===== config.mk =====
export PLATFORM = sky130hd
export DESIGN_NAME = muldiv_sequencer
export DESIGN_NICKNAME = d
export VERILOG_FILES = /design/src/rtl/muldiv_sequencer.sv
export SDC_FILE = /design/constraint.sdc
export NUM_CORES = 1
export LEC_CHECK = 0
export CORE_UTILIZATION = 34
export CTS_CLUSTER_SIZE = 25
export DETAILED_ROUTE_END_ITERATION = 10
export PLACE_DENSITY = 0.83
export SYNTH_ARGS = -nofsm -noshare
export SYNTH_HDL_FRONTEND = slang
export SYNTH_SLANG_ARGS = --single-unit

===== constraint.sdc =====
create_clock -name clk -period 1.6 [get_ports clk]
set_input_delay 0.48 -clock clk [delete_from_list [all_inputs] [get_ports clk]]
set_output_delay 0.48 -clock clk [all_outputs]
set_load 0.005 [all_outputs]

===== src/rtl/muldiv_sequencer.sv =====
// -----------------------------------------------------------------------------
// muldiv_sequencer
//   Sequences the shared multiplier and divider and the HI/LO registers for
//   MULT, DIV and DIVM. A one-cycle start request from the control FSM is
//   accepted only in IDLE. The sequencer then:
//     1. pulses mult_init or div_init,
//     2. waits out the fixed unit latency,
//     3. strobes hl_load with the matching hi/lo mux select,
//     4. pulses done.
//   A divide with a zero divisor never starts the divider. It finishes at once
//   with done and div_zero, and leaves HI/LO, div_op and hi_lo_sel untouched.
//
// Optional feature: define MULDIV_ABORT_EN to add the abort input. abort
//   cancels an operation while it is in INIT or RUN. Without the macro the
//   block behaves as if abort were tied low.
//
// Parameters
//   MULT_CYCLES  multiplier latency from init to valid result (1..2^CNT_W-1)
//   DIV_CYCLES   divider latency from init to valid result (1..2^CNT_W-1)
//   CNT_W        latency counter width
//
// Ports
//   clk          in   system clock, rising edge
//   reset        in   synchronous active-high reset
//   mult_start   in   request MULT, sampled in IDLE only
//   div_start    in   request DIV/DIVM, sampled in IDLE only
//   div_src_mdr  in   with div_start: 1 = dividend from MDR, 0 = from A
//   divisor      in   B register value, zero-checked at accept only
//   abort        in   (MULDIV_ABORT_EN only) cancel an op in INIT/RUN
//   mult_init    out  one-cycle multiplier start pulse
//   div_init     out  one-cycle divider start pulse
//   div_op       out  dividend mux select, latched at div accept
//   hi_lo_sel    out  HI/LO source: 0 = divider, 1 = multiplier; held after op
//   hl_load      out  one-cycle HI/LO load strobe
//   busy         out  high whenever the sequencer is not idle
//   done         out  one-cycle completion pulse
//   div_zero     out  one-cycle divide-by-zero flag, coincident with done
// -----------------------------------------------------------------------------
module muldiv_sequencer #(
  parameter int MULT_CYCLES = 32,
  parameter int DIV_CYCLES  = 32,
  parameter int CNT_W       = 6
) (
  input  logic        clk,
  input  logic        reset,
  input  logic        mult_start,
  input  logic        div_start,
  input  logic        div_src_mdr,
  input  logic [31:0] divisor,
`ifdef MULDIV_ABORT_EN
  input  logic        abort,
`endif
  output logic        mult_init,
  output logic        div_init,
  output logic        div_op,
  output logic        hi_lo_sel,
  output logic        hl_load,
  output logic        busy,
  output logic        done,
  output logic        div_zero
);

  typedef enum logic [2:0] {
    S_IDLE,
    S_INIT,
    S_RUN,
    S_LOAD,
    S_DONE,
    S_ZERO
  } state_t;

  state_t           r_state;
  state_t           w_state_nxt;
  logic [CNT_W-1:0] r_cnt;
  logic [CNT_W-1:0] w_cnt_nxt;
  logic             r_hi_lo_sel;
  logic             w_hi_lo_sel_nxt;
  logic             r_div_op;
  logic             w_div_op_nxt;
  logic             w_abort;

`ifdef MULDIV_ABORT_EN
  assign w_abort = abort;
`else
  assign w_abort = 1'b0;
`endif

  // State register. hi_lo_sel and div_op live here too, so that every output
  // comes either from a flop or from a decode of the current state.
  always_ff @(posedge clk) begin
    if (reset) begin
      r_state     <= S_IDLE;
      r_cnt       <= '0;
      r_hi_lo_sel <= 1'b0;
      r_div_op    <= 1'b0;
    end else begin
      // NOTE: non-blocking assignments so every flop samples pre-edge values.
      r_state     <= w_state_nxt;
      r_cnt       <= w_cnt_nxt;
      r_hi_lo_sel <= w_hi_lo_sel_nxt;
      r_div_op    <= w_div_op_nxt;
    end
  end

  always_comb begin
    // NOTE: hold-by-default assignments first, so no path can infer a latch.
    w_state_nxt     = r_state;
    w_cnt_nxt       = r_cnt;
    w_hi_lo_sel_nxt = r_hi_lo_sel;
    w_div_op_nxt    = r_div_op;

    unique case (r_state)
      S_IDLE: begin
        // mult has priority. A div request that arrives in the same cycle is
        // dropped, not queued.
        if (mult_start) begin
          w_state_nxt     = S_INIT;
          w_hi_lo_sel_nxt = 1'b1;
        end else if (div_start) begin
          if (divisor != 32'd0) begin
            w_state_nxt     = S_INIT;
            w_hi_lo_sel_nxt = 1'b0;
            w_div_op_nxt    = div_src_mdr;
          end else begin
            // Trap here, before the divider is ever started.
            w_state_nxt = S_ZERO;
          end
        end
      end

      S_INIT: begin
        if (w_abort) begin
          w_state_nxt = S_IDLE;
        end else begin
          w_state_nxt = S_RUN;
          w_cnt_nxt   = r_hi_lo_sel ? CNT_W'(MULT_CYCLES) : CNT_W'(DIV_CYCLES);
        end
      end

      S_RUN: begin
        // The counter enters RUN holding N and leaves after the cycle in
        // which it reads 1, so RUN lasts exactly N cycles.
        w_cnt_nxt = r_cnt - CNT_W'(1);
        if (w_abort) begin
          w_state_nxt = S_IDLE;
        end else if (r_cnt == CNT_W'(1)) begin
          w_state_nxt = S_LOAD;
        end
      end

      S_LOAD:  w_state_nxt = S_DONE;
      S_DONE:  w_state_nxt = S_IDLE;
      S_ZERO:  w_state_nxt = S_IDLE;
      default: w_state_nxt = S_IDLE;
    endcase
  end

  // Outputs are decoded from state and flops only; no input reaches an
  // output combinationally.
  assign mult_init = (r_state == S_INIT) &&  r_hi_lo_sel;
  assign div_init  = (r_state == S_INIT) && !r_hi_lo_sel;
  assign hl_load   = (r_state == S_LOAD);
  assign done      = (r_state == S_DONE) || (r_state == S_ZERO);
  assign div_zero  = (r_state == S_ZERO);
  assign busy      = (r_state != S_IDLE);
  assign hi_lo_sel = r_hi_lo_sel;
  assign div_op    = r_div_op;

endmodule


==> results.yml, run 1 <==
status:
  outcome: "finished with violations"
  violations: "setup timing"
cts:
  cts_buffer_depth: 2
  numCtsBuffers: 3
  cts_root_buf: "clkbuf_4"
  clkLatencyLatePin_ns: 0.27
  clk_pin_slew_ns: 0.07
  numClockSinks: 11
  cts_max_level: 1
  cts_tree: "built"
synth:
  synth_top_family_by_area: "simple AND/OR/NAND/NOR gates"
  synth-seq-cells: 11
  syn_avg_cell_area_um2: 8.12
  synth_edf_count: 0
  synth.area.mux_share_pct: 4.82
  synth_fa_ha_area_share_pct: 3.85
  synth_warnings: 0
  synth_nets: 119
  synth_async_sr_flop_share_pct: 0
  synthSimpleGateAreaFrac_pct: 34.1
  syn_inst: 80
  synth-compound-area-share_pct: 15.4
  syn-cell-area_um2: 649
  yosys_most_used_dff: "dfxtp_1"
  ys_types: 34
  yosysSeqAreaShare_pct: 33.9
  synth_xor_area_share_pct: 2.70
floorplanning:
  row_count: 15
  io_pins: 45
  core_um2: 1760
  start_util_pct: 36.8
  die_height_um: 45.7
  die_w_um: 45.7
  die-area_um2: 2090
sta:
  worst_slack_ns: -0.187
  grt_setup_unrepaired: "yes"
  setup_viol: 4
  skew_ns: 0.00470
  worst_slew_pin_slew_ns: 0.386
  slew_headroom_pct: 73.9
  hold_ws_ns: 0.529
  fmax_mhz: 560
  finalMaxSlewViolations: 0
  finalCritPeriodShare_pct: 112
  hold_violations: 0
  min_period_ns: 1.79
grt:
  grt_usage_pct: 24.1
  antenna_found_initial: 0
  grt_first_pass_wirelength_um: 3570
  grt_pass1_vias: 869
  grt_overflow: 0
  grt_max_degree: 11
pwr:
  intPower_mw: 0.904
  clkPwrFrac_pct: 13.0
  p_total_mw: 1.43
  p_leak_nw: 0.791
  p_sw_share_pct: 37.0
  netSwitchingPower_mw: 0.530
  pwr-share-comb_pct: 58.1
  power_frac_seq_pct: 28.9
  power_density_nw_per_um2: 996
  ir_worst_vdd_mv: 0.970
critical_path:
  slowest_stage: "or3b_4"
  crit_path_cell_trace: "or3b_4 -> nor2_2 -> buf_2"
  crit_family: "simple AND/OR/NAND/NOR gates"
  critical_path_class: "flop to primary output"
  cp_max_fo: 3
  startpoint_type: "flop"
  crit_arrival_ns: 1.31
  worst_ep_required_time_ns: 1.12
  worstSetupEndpointType: "primary output"
  path_buf_inv: 1
  max_stage_delay_ns: 0.43
drt:
  ant_nets: 0
  drtIter0Drc: 12
  wl_um: 2870
  via_per_inst: 5.19
  drcViolationCount: 0
  drt_pass1_iterations: 4
  wl_per_cell_um: 16.8
  vias: 887
layout:
  mostFrequentLayoutCell: "dlymetal6s2s_1"
  final_layout_size_suffix_gt1_share_pct: 37.7
  fillers: 114
  insertedDiodeCount: 0
  final_cell_mix: "23 x dlymetal6s2s_1, 15 x buf_4, 11 x clkdlybuf4s50_1"
  num-nets-final: 186
  area_growth_pct: 122
placed_design:
  place.detailed.hpwl_um: 1770
  gp_congestion: 0.733
  io_buffer_count: 44
min_path:
  worstHoldPathType: "flop to flop"
job:
  maxCapViolations: 0
## kinds of logic after synthesis
| group | after synthesis |
|---|---|
| XOR/XNOR | 2 |
| adder cells (fa/ha/maj) | 2 |
| buffers and inverters | 8 |
| AND/OR/NAND/NOR | 40 |
| flip-flops | 11 |
| AO/OA/AOI/OAI | 14 |
| multiplexers | 3 |
## state kept, by name, summed over array words and instances, names as in the netlist
name       flops
r_state        3
div_op         1
hi_lo_sel      1
r_cnt          6
## worst paths after layout
path,cells after the start,end,slack [ns],startpoint
hold / removal,2,div_op,0.53,div_op
hold reg to reg,2,div_op,0.53,div_op
setup / recovery,3,div_init,-0.19,r_state[1]
setup reg to reg,7,r_cnt[4],0.01,r_state[2]
## repair_timing
item / 4_1_cts / 5_1_grt
pin swaps: 10 / 14
resized for setup: 47 / 35
buffers inserted: 5 / 0
hold buffers: 0 / 0
endpoints found under the setup margin: 10 / 10
## worst register-to-register path: cells and delay by family, from the launching register on
kind                   cells  cell delay, ns
AOI/OAI and AO/OA          1            0.13
buffers and inverters      3            0.37
and+or+nand+nor            3            0.69
DFF                        1            0.33
## per-layer routing
layer	GRT usage, %	vias up	share of wire, %
li1	-	431	-
met1	25.1	430	38
met2	48.6	22	58
met3	7.14	4	3.6
met4	1.18	0	1.3
met5	0	-	0
## power groups by stage
stage	logic, mW	clock network [mW]	registers [mW]
after floorplan	0.328	0	0.404
after global placement	0.659	0	0.397
after detailed placement	0.681	0	0.403
after CTS	0.765	0.193	0.405
after global routing	0.894	0.211	0.424
final	0.833	0.187	0.415
## cell usage after synthesis, drive strengths merged, types with 2 or more instances
master	count	area (µm²)
dfxtp	11	220
nor2	11	43.8
nor4	9	56.3
inv	7	26.3
nor3	4	20.0
and3	3	18.8
nand2	3	11.3
nand4	3	18.8
a21oi	2	10.0
a22oi	2	15.0
ha	2	25.0
mux2i	2	20.0
nand3	2	15.0
o211ai	2	15.0
## through the flow
step	util, %	area (µm²)	instances	setup TNS [ns]	setup slack (ns)
final	81.6	1440	171	-0.448	-0.187
after global routing	81.6	1440	171	-0.859	-0.262
after CTS	75.2	1330	171	-0.311	-0.131
after detailed placement	69.1	1220	162	-1.77	-0.337
after global placement	69.1	1220	162	-1.60	-0.294
after floorplan	-	649	80	0	0.177
## layout make-up
type                       instances  area (µm²)  share of cell area, %
timing repair buffer              63         637                   44.2
multi-input combinational         61         494                   34.3
sequential                        11         225                   15.6
tap                               25        31.3                   2.17
clock buffer                       4        26.3                   1.82
inverter                           7        26.3                   1.82
(Power assumes the default switching activity.)
==> inputs of run 2 (changes only) <==
--- a/config.mk
+++ b/config.mk
@@ -5,7 +5,8 @@
 export SDC_FILE = /design/constraint.sdc
 export NUM_CORES = 1
 export LEC_CHECK = 0
-export CORE_UTILIZATION = 34
+export ABC_AREA = 1
+export CORE_UTILIZATION = 35
 export CTS_CLUSTER_SIZE = 25
 export DETAILED_ROUTE_END_ITERATION = 10
 export PLACE_DENSITY = 0.83
==> run 2 against run 1 <==
Effect of this change:
- setup slack better by 0.22 ns
- design area shrank 9.4%
- synthesized cell count increased by 45%
- the run now ends clean
- global-route usage down 1.4 points
- critical endpoint unchanged
- synthesized area up 8.1%
- first-iteration DRC count is 100% higher
- sequential cell count did not move
- sequential share of layout area up 2.0 points
- largest power group unchanged
- maximum frequency grew 14%
==> results.yml, run 2 <==
drt:
  drtIter0Drc: 24
  drcViolationCount: 0
  vias: 924
  drt_pass1_iterations: 4
  via_per_inst: 4.60
  ant_nets: 0
  wl_per_cell_um: 10.8
  wl_um: 2180
layout:
  stdcell_count: 201
  insertedDiodeCount: 0
  multiInputGateArea_um2: 454
  top_register: "r_cnt"
  area_growth_pct: 85.9
  final_cell_mix: "36 x clkdlybuf4s50_1, 34 x nor2_1, 23 x nand2_1"
  final_layout_size_suffix_gt1_share_pct: 18.8
  regArea_um2: 230
  num-nets-final: 216
  largest_reg_flops: 6
  mostFrequentLayoutCell: "clkdlybuf4s50_1"
  reg.largest.list: "r_cnt x6, r_state x3"
  fillers: 163
  final_area_um2: 1310
grt:
  grt_overflow: 0
  grt_usage_pct: 22.7
  grt_max_degree: 7
  antenna_found_initial: 0
  grt_first_pass_wirelength_um: 3490
  grt_pass1_vias: 867
synth:
  ys_types: 19
  synth_nets: 155
  synth_top_area_share_pct: 31.4
  syn-cell-area_um2: 702
  synth_commonest_cells: "35 x nor2_1, 24 x nand2_1, 13 x inv_1"
  synth-seq-cells: 11
  synth_async_sr_flop_share_pct: 0
  synth_area_leaders: "dfxtp_1 31%, nor2_1 19%, nand2_1 13%, inv_1 7.0%, a21oi_1 5.0%"
  synth_warnings: 0
  yosys.area.top_type: "dfxtp_1"
  yosysSeqAreaShare_pct: 31.4
  synth.most_common_cell: "nor2_1"
  syn_inst: 116
  syn_avg_cell_area_um2: 6.05
  yosys_most_used_dff: "dfxtp_1"
  synth_edf_count: 0
sta:
  finalMaxSlewViolations: 0
  skew_ns: 0.00300
  min_period_ns: 1.57
  setup_viol: 0
  finalCritPeriodShare_pct: 98.0
  hold_violations: 0
  worst_slew_pin_slew_ns: 0.256
  fmax_mhz: 637
  slew_headroom_pct: 82.8
  tns_ns: 0
  grt_setup_unrepaired: "yes"
floorplanning:
  row_count: 15
  start_util_pct: 39.0
  die-area_um2: 2190
  die_height_um: 46.8
  io_pins: 45
  die_w_um: 46.8
  core_um2: 1800
cts:
  cts_tree: "built"
  clkLatencyLatePin_ns: 0.28
  numCtsBuffers: 3
  numClockSinks: 11
  cts_buffer_depth: 2
  clk_pin_slew_ns: 0.07
  cts_max_level: 1
  cts_root_buf: "clkbuf_4"
placed_design:
  place_inst: 194
  gp_congestion: 0.752
  dpl_cell_area_um2: 1240
  io_buffer_count: 44
  place.detailed.hpwl_um: 1790
min_path:
  worstHoldPathType: "flop to flop"
pwr:
  power_density_nw_per_um2: 1160
  ir_worst_vdd_mv: 0.916
  p_leak_nw: 0.570
critical_path:
  startpoint_type: "flop"
  cp_max_fo: 3
  worst_ep_required_time_ns: 1.12
  crit_arrival_ns: 1.09
  critical_path_class: "flop to primary output"
  worstSetupEndpointType: "primary output"
job:
  maxCapViolations: 0
status:
  outcome: "finished clean"
==> run 2: what timing repair did <==
action	4_1_cts	5_1_grt
hold endpoints to repair	0	0
hold buffers	0	0
endpoints found under the setup margin	8	6
buffers inserted	3	0
resized for setup	27	9
pin swaps	1	0
==> run 2: per-layer routing <==
metal	global-route usage, %	wire [µm]	up-vias
met2	43.3	1140	26
met4	8.00	29	0
met5	0	0	-
li1	-	-	491
met1	23.5	926	403
met3	6.15	75	4
==> run 2: power by group <==
| group | internal [mW] | switching (mW) | leakage, nW |
|---|---|---|---|
| sequential | 0.367 | 0.0805 | 0.0922 |
| clock | 0.0969 | 0.0997 | 0.0150 |
| combinational | 0.444 | 0.419 | 0.462 |
==> run 2: cells by family (layout without fill, tap and decap cells) <==
kind of cell	after synthesis	in the layout	share of synthesized area, %
and+or+nand+nor	74	74	46.0
adders and majority gates	2	2	3.56
AOI/OAI and AO/OA	16	16	12.1
buffers and inverters	13	73	6.95
DFF	11	11	31.4
==> run 2: worst paths after layout <==
check | startpoint | to | slack [ns] | cells past startpoint
hold reg to reg | hi_lo_sel | hi_lo_sel | 0.48 | 2
setup reg to reg | r_state[2] | r_cnt[5] | 0.13 | 10
hold / removal | hi_lo_sel | hi_lo_sel | 0.48 | 2
setup / recovery | r_state[2] | div_init | 0.03 | 4
==> run 2: stage by stage <==
stage	hold WS, ns	util (%)	setup slack [ns]	total power [mW]
after floorplan	0.447	-	0.373	0.844
after global routing	0.500	72.4	-0.00309	1.62
after CTS	0.474	71.7	0.00747	1.48
after global placement	0.464	68.9	-0.146	1.20
after detailed placement	0.472	68.9	-0.187	1.24
final	0.482	72.4	0.0313	1.51
==> run 2: critical path: stages, from the launching register on <==
cell,delay [ns]
dfxtp_4,0.37
inv_4,0.07
nand3_4,0.07
nor2_1,0.09
clkdlybuf4s15_1,0.21
==> run 2: cell type report <==
| cell class | instances | area share, % |
|---|---|---|
| Timing Repair Buffer | 56 | 39.2 |
| Tap cell | 25 | 2.40 |
| Clock buffer | 4 | 2.01 |
| Inverter | 13 | 3.93 |
| Multi-Input combinational cell | 92 | 34.8 |
| Sequential cell | 11 | 17.6 |
